<file path="src/rtl/rule110_pkg.sv">
// rule110_pkg: shared sizes and state encoding for the rule-110 readout
package rule110_pkg;
  localparam int WIDTH = 512;
  localparam int WORD = 32;
  localparam int NWORDS = WIDTH / WORD;
  localparam int IDX_W = $clog2(NWORDS);
  localparam int CNT_W = $clog2(WIDTH + 1);
  typedef enum logic {IDLE, SEND} state_t;
endpackage

</file>
<file path="src/rtl/rule110_popcnt.sv">
// rule110_popcnt: combinational popcount of one output word
module rule110_popcnt #(
  parameter int WORD = 32,
  parameter int CW = $clog2(WORD + 1)
) (
  input  logic [WORD-1:0] word,
  output logic [CW-1:0]   ones
);
  // sum the set bits of the word
  always_comb begin
    ones = '0;
    for (int i = 0; i < WORD; i++) ones = ones + CW'(word[i]);
  end
endmodule

</file>
<file path="src/rtl/rule110_readout.sv">
// rule110_readout: snapshot the automaton state and stream it out word by word
module rule110_readout
  import rule110_pkg::*;
#(
  parameter int WIDTH = rule110_pkg::WIDTH,
  parameter int WORD = rule110_pkg::WORD
) (
  input  logic                         clk,
  input  logic                         reset,
  input  logic                         snap,
  input  logic [WIDTH-1:0]             q_in,
  output logic                         busy,
  output logic                         out_valid,
  input  logic                         out_ready,
  output logic [WORD-1:0]              out_data,
  output logic [$clog2(WIDTH/WORD)-1:0] out_index,
  output logic                         out_last,
  output logic [$clog2(WIDTH+1)-1:0]   out_ones,
  output logic [7:0]                   dropped
);
  localparam int NW = WIDTH / WORD;
  localparam int IW = $clog2(NW);
  localparam int CW = $clog2(WIDTH + 1);
  state_t state, state_n;
  logic [WIDTH-1:0] shadow;
  logic [IW-1:0] idx;
  logic [CW-1:0] acc, pc;
  logic [WORD-1:0] word;
  logic send, last, hs, cap;
  assign send = state == SEND;
  assign word = shadow[idx*WORD +: WORD];
  assign last = send && idx == IW'(NW - 1);
  assign hs = send && out_ready;
  assign cap = snap && (!send || (hs && last));
  assign busy = send;
  assign out_valid = send;
  assign out_data = send ? word : '0;
  assign out_index = send ? idx : '0;
  assign out_last = last;
  assign out_ones = last ? acc + pc : '0;
  rule110_popcnt #(.WORD(WORD), .CW(CW)) u_popcnt (.word(word), .ones(pc));
  // state register
  always_ff @(posedge clk) state <= reset ? IDLE : state_n;
  // a capture always lands in SEND; the last handshake without one ends the stream
  always_comb begin
    state_n = cap ? SEND : (hs && last) ? IDLE : state;
  end
  // shadow capture, word index and running live-cell count
  always_ff @(posedge clk) begin
    if (reset) begin
      idx <= '0;
      acc <= '0;
    end else if (cap) begin
      shadow <= q_in;
      idx <= '0;
      acc <= '0;
    end else if (hs) begin
      idx <= last ? '0 : idx + IW'(1);
      acc <= last ? '0 : acc + pc;
    end
  end
  // count snap requests that arrive while a snapshot is still in flight
  always_ff @(posedge clk) begin
    if (reset) dropped <= '0;
    else if (snap && send && !(hs && last) && dropped != 8'hFF) dropped <= dropped + 8'd1;
  end
endmodule

</file>
<file path="config.mk">
export PLATFORM = sky130hd
export DESIGN_NAME = rule110_readout
export DESIGN_NICKNAME = d
export VERILOG_FILES = /design/src/rtl/rule110_pkg.sv /design/src/rtl/rule110_popcnt.sv /design/src/rtl/rule110_readout.sv
export SDC_FILE = /design/constraint.sdc
export NUM_CORES = 1
export LEC_CHECK = 0
export ABC_AREA = 1
export CAP_MARGIN = 20
export CORE_ASPECT_RATIO = 1.2
export CORE_MARGIN = 1
export CORE_UTILIZATION = 40
export DETAILED_ROUTE_END_ITERATION = 8
export PLACE_DENSITY = 0.67
export SLEW_MARGIN = 5
export SYNTH_ARGS = -nofsm -noshare
export SYNTH_HDL_FRONTEND = slang
export SYNTH_HIERARCHICAL = 1
export SYNTH_SLANG_ARGS = --single-unit
</file>
<file path="constraint.sdc">
create_clock -name clk -period 92.4 [get_ports clk]
set_clock_uncertainty 0.05 [all_clocks]
set_input_delay 27.72 -clock clk [delete_from_list [all_inputs] [get_ports clk]]
set_output_delay 27.72 -clock clk [all_outputs]
set_load 0.02 [all_outputs]
</file>
==> summary.txt <==
Power
  – P per Cell Area: 21.5 nW/um^2
  – Leak: 10.5 nW
  – Worst vdd ir: 0.0000228 V

Synthesis
  – #FFs+latches synth: 535
  – Post-Syn Area: 22600 sq um
  – Synth area leaders: edfxtp_1, nor2_1, o21ai_0
  – Ys flop type: edfxtp_1
  – Number of synthesized flops with an enable pin: 512
  – Ys async rst share: 0
  – Syn Inst Count: 1850
  – Netlist cell types: 35
  – Yosys warns: 6
  – Seq/Total Area, Yosys: 0.701
  – Largest area contributor in the netlist: edfxtp_1
  – Post-synth top area share: 0.680
  – Syn Area/Cell: 12.2 sq um

CTS
  – # H-tree levels: 2
  – CTS Sinks: 535
  – Post-cts repair resize count: 0
  – Hold-fix buffers, CTS: 0
  – CTS max path bufs: 3
  – Clk root buf: clkbuf_16
  – CTS buffer count: 55
  – Skew-Pair Late Insertion Delay: 0.63 ns
  – Clock transition at the registers of the reported paths: 0.06 ns
  – CTS tree: yes
  – Postcts setup bufs: 0

Layout
  – Area Overhead vs Synth: 35.7%
  – Layout cells sized above 1: 0.0469
  – Commonest cells after routing, fill and taps aside: clkdlybuf4s50_1, edfxtp_1, nor2_1
  – Final layout net count: 2942
  – Most common cell after layout, fill and taps aside: clkdlybuf4s50_1

Critical path
  – Most numerous cell on the critical path: fa_1
  – Crit Path Max Fanout: 118
  – Crit end category: primary output
  – RR Endpoint: acc[8]
  – Reg2reg path depth: 27
  – Critical register-to-register path startpoint: idx[0]
  – CP max-delay cell: buf_4
  – Worst Setup SP: idx[0]
  – R2R Setup Slk: 84.01 ns
  – Critical path launch point type: flip-flop
  – Data arrival time of the worst path: 9.37 ns
  – Worst setup path class: flip-flop to primary output
  – CP required: 64.63 ns
  – CP peak stage delay: 0.79 ns

Global routing
  – Gr usage total: 0.254
  – Antenna violations before repair: 20
  – Global-route wire length before repair: 107000 microns
  – Global route overflow: 0
  – Pin count of the biggest net entering global routing: 197
  – Number of global-route vias before repair: 16800

Worst hold path
  – Hold EP: acc[6]
  – Worst hold path type: flip-flop to flip-flop
  – Hold path depth: 2
  – HP Start: acc[6]

Timing
  – Min cycle time layout: 37.14 ns
  – Final Hold Vio Count: 0
  – Max-slew violation count: 0
  – RSZ-0062 raised after global routing: no
  – Min setup slack post-route: 55.26 ns
  – # setup viols final: 0
  – Relative slew slack: 0.262
  – Final cycle utilization of the critical path: 0.402
  – Setup TNS Final: 0 ns
  – Max Fclk: 26.9 MHz
  – Slew @ Worst Pin: 1.11 ns

Die
  – Initial core utilization: 0.405
  – Die area: 57500 sq um
  – Cell Rows: 95
  – Chip width: 219 microns
  – Core region area: 55900 sq um
  – Vert. Die Dim: 262 microns
  – # IOs: 573

Drt
  – Antenna Nets Post-Route: 0
  – Drt drc: 0
  – DRT iter0 DRCs: 1612
  – Total number of vias: 16800
  – Vias per std cell: 5.27
  – First-pass DRT Iterations: 8
  – Final wirelength: 74300 microns
  – Routed wire per std cell: 23.4 microns

Placed design
  – Pre-CTS WS: 55.89 ns
  – Post-DP HPWL: 53700 microns
  – IO buf count: 572
  – Routability cong.: 0.907

Flow run
  – Maxcap violations: 0

Status
  – Status: finished clean
## synth_stat cells (2+ instances only)
| cell type | count |
|---|---|
| edfxtp_1 | 512 |
| nor2_1 | 365 |
| o21ai_0 | 229 |
| o211ai_1 | 128 |
| nand2_1 | 120 |
| inv_1 | 92 |
| nand3_1 | 79 |
| a21oi_1 | 78 |
| clkbuf_1 | 56 |
| o21ai_1 | 31 |
| buf_2 | 27 |
| fa_1 | 25 |
| dfxtp_1 | 23 |
| ha_1 | 18 |
| buf_4 | 16 |
| buf_6 | 8 |
| buf_1 | 6 |
| clkbuf_2 | 5 |
| nand4_1 | 4 |
| nor3_1 | 4 |
| xnor2_1 | 4 |
| xor2_1 | 4 |
| clkinv_1 | 2 |
| nand3b_1 | 2 |
| o21bai_1 | 2 |
## cell families (layout without fill, tap and decap cells)
| kind of cell | Yosys count | after routing | share of synthesized area |
|---|---|---|---|
| AND/OR/NAND/NOR | 577 | 577 | 0.102 |
| flip-flops | 535 | 535 | 0.701 |
| AO/OA/AOI/OAI | 472 | 472 | 0.119 |
| buffers and inverters | 214 | 790 | 0.0428 |
| adder cells (fa/ha/maj) | 43 | 43 | 0.0321 |
| XOR/XNOR | 8 | 8 | 0.00310 |
| other | 1 | 25 | 0.000166 |
## cell type report
class	instances	area (sq um)
Multi-Input combinational cell	1104	5820
Tap cell	727	910
Clock inverter	42	384
Timing Repair Buffer	591	5890
Inverter	96	368
Clock buffer	61	1400
Fill cell	4682	25200
Sequential cell	535	15800
Antenna cell	21	52.6
## power by group
part | total, mW | switching, mW | internal (mW)
Clock | 0.220 | 0.0963 | 0.124
Combinational | 0.159 | 0.0908 | 0.0686
Sequential | 0.280 | 0.00312 | 0.277
Total | 0.660 | 0.190 | 0.470
## metal layers
layer / global-route usage / vias to the layer above / wire length [microns]
met5: 0 / - / 0
met4: 0.100 / 0 / 2580
met3: 0.0507 / 137 / 5170
met2: 0.439 / 718 / 37900
met1: 0.310 / 8166 / 28600
li1: - / 7734 / -
## critical path: cells and delay by family (launching register included)
kind | cells | cell delay, ns
AOI/OAI and AO/OA | 3 | 0.85
adders and majority gates | 9 | 3.99
buffers and inverters | 10 | 2.53
DFF | 1 | 0.47
and+or+nand+nor | 6 | 0.72
## metrics by stage
stage | instance area (sq um) | util | hold slack, ns | cells | power, mW
after global routing | 30700 | 0.549 | 0.444 | 3176 | 0.693
after global placement | 28800 | 0.516 | 0.405 | 3052 | 0.442
after floorplan | 22600 | - | 0.395 | 1853 | 0.393
after detailed placement | 28800 | 0.516 | 0.416 | 3052 | 0.444
final | 30700 | 0.549 | 0.424 | 3177 | 0.660
after CTS | 30600 | 0.548 | 0.426 | 3155 | 0.664
## registers in the layout (all words and copies together) (netlist names)
register and cells:
busy 1, acc 10, idx 4, shadow 512
dropped 8
## worst max-delay path by stage
stage                   to  slack [ns]  depth (start not counted)
2_1_floorplan    shadow[0]       41.75                          4
3_3_place_gp   out_ones[5]       55.93                         34
3_5_place_dp   out_ones[8]       55.89                         28
4_1_cts        out_ones[8]       55.22                         28
5_1_grt        out_ones[8]       54.56                         28
6_report       out_ones[8]       55.26                         28
Power figures use the tool's default switching activity.
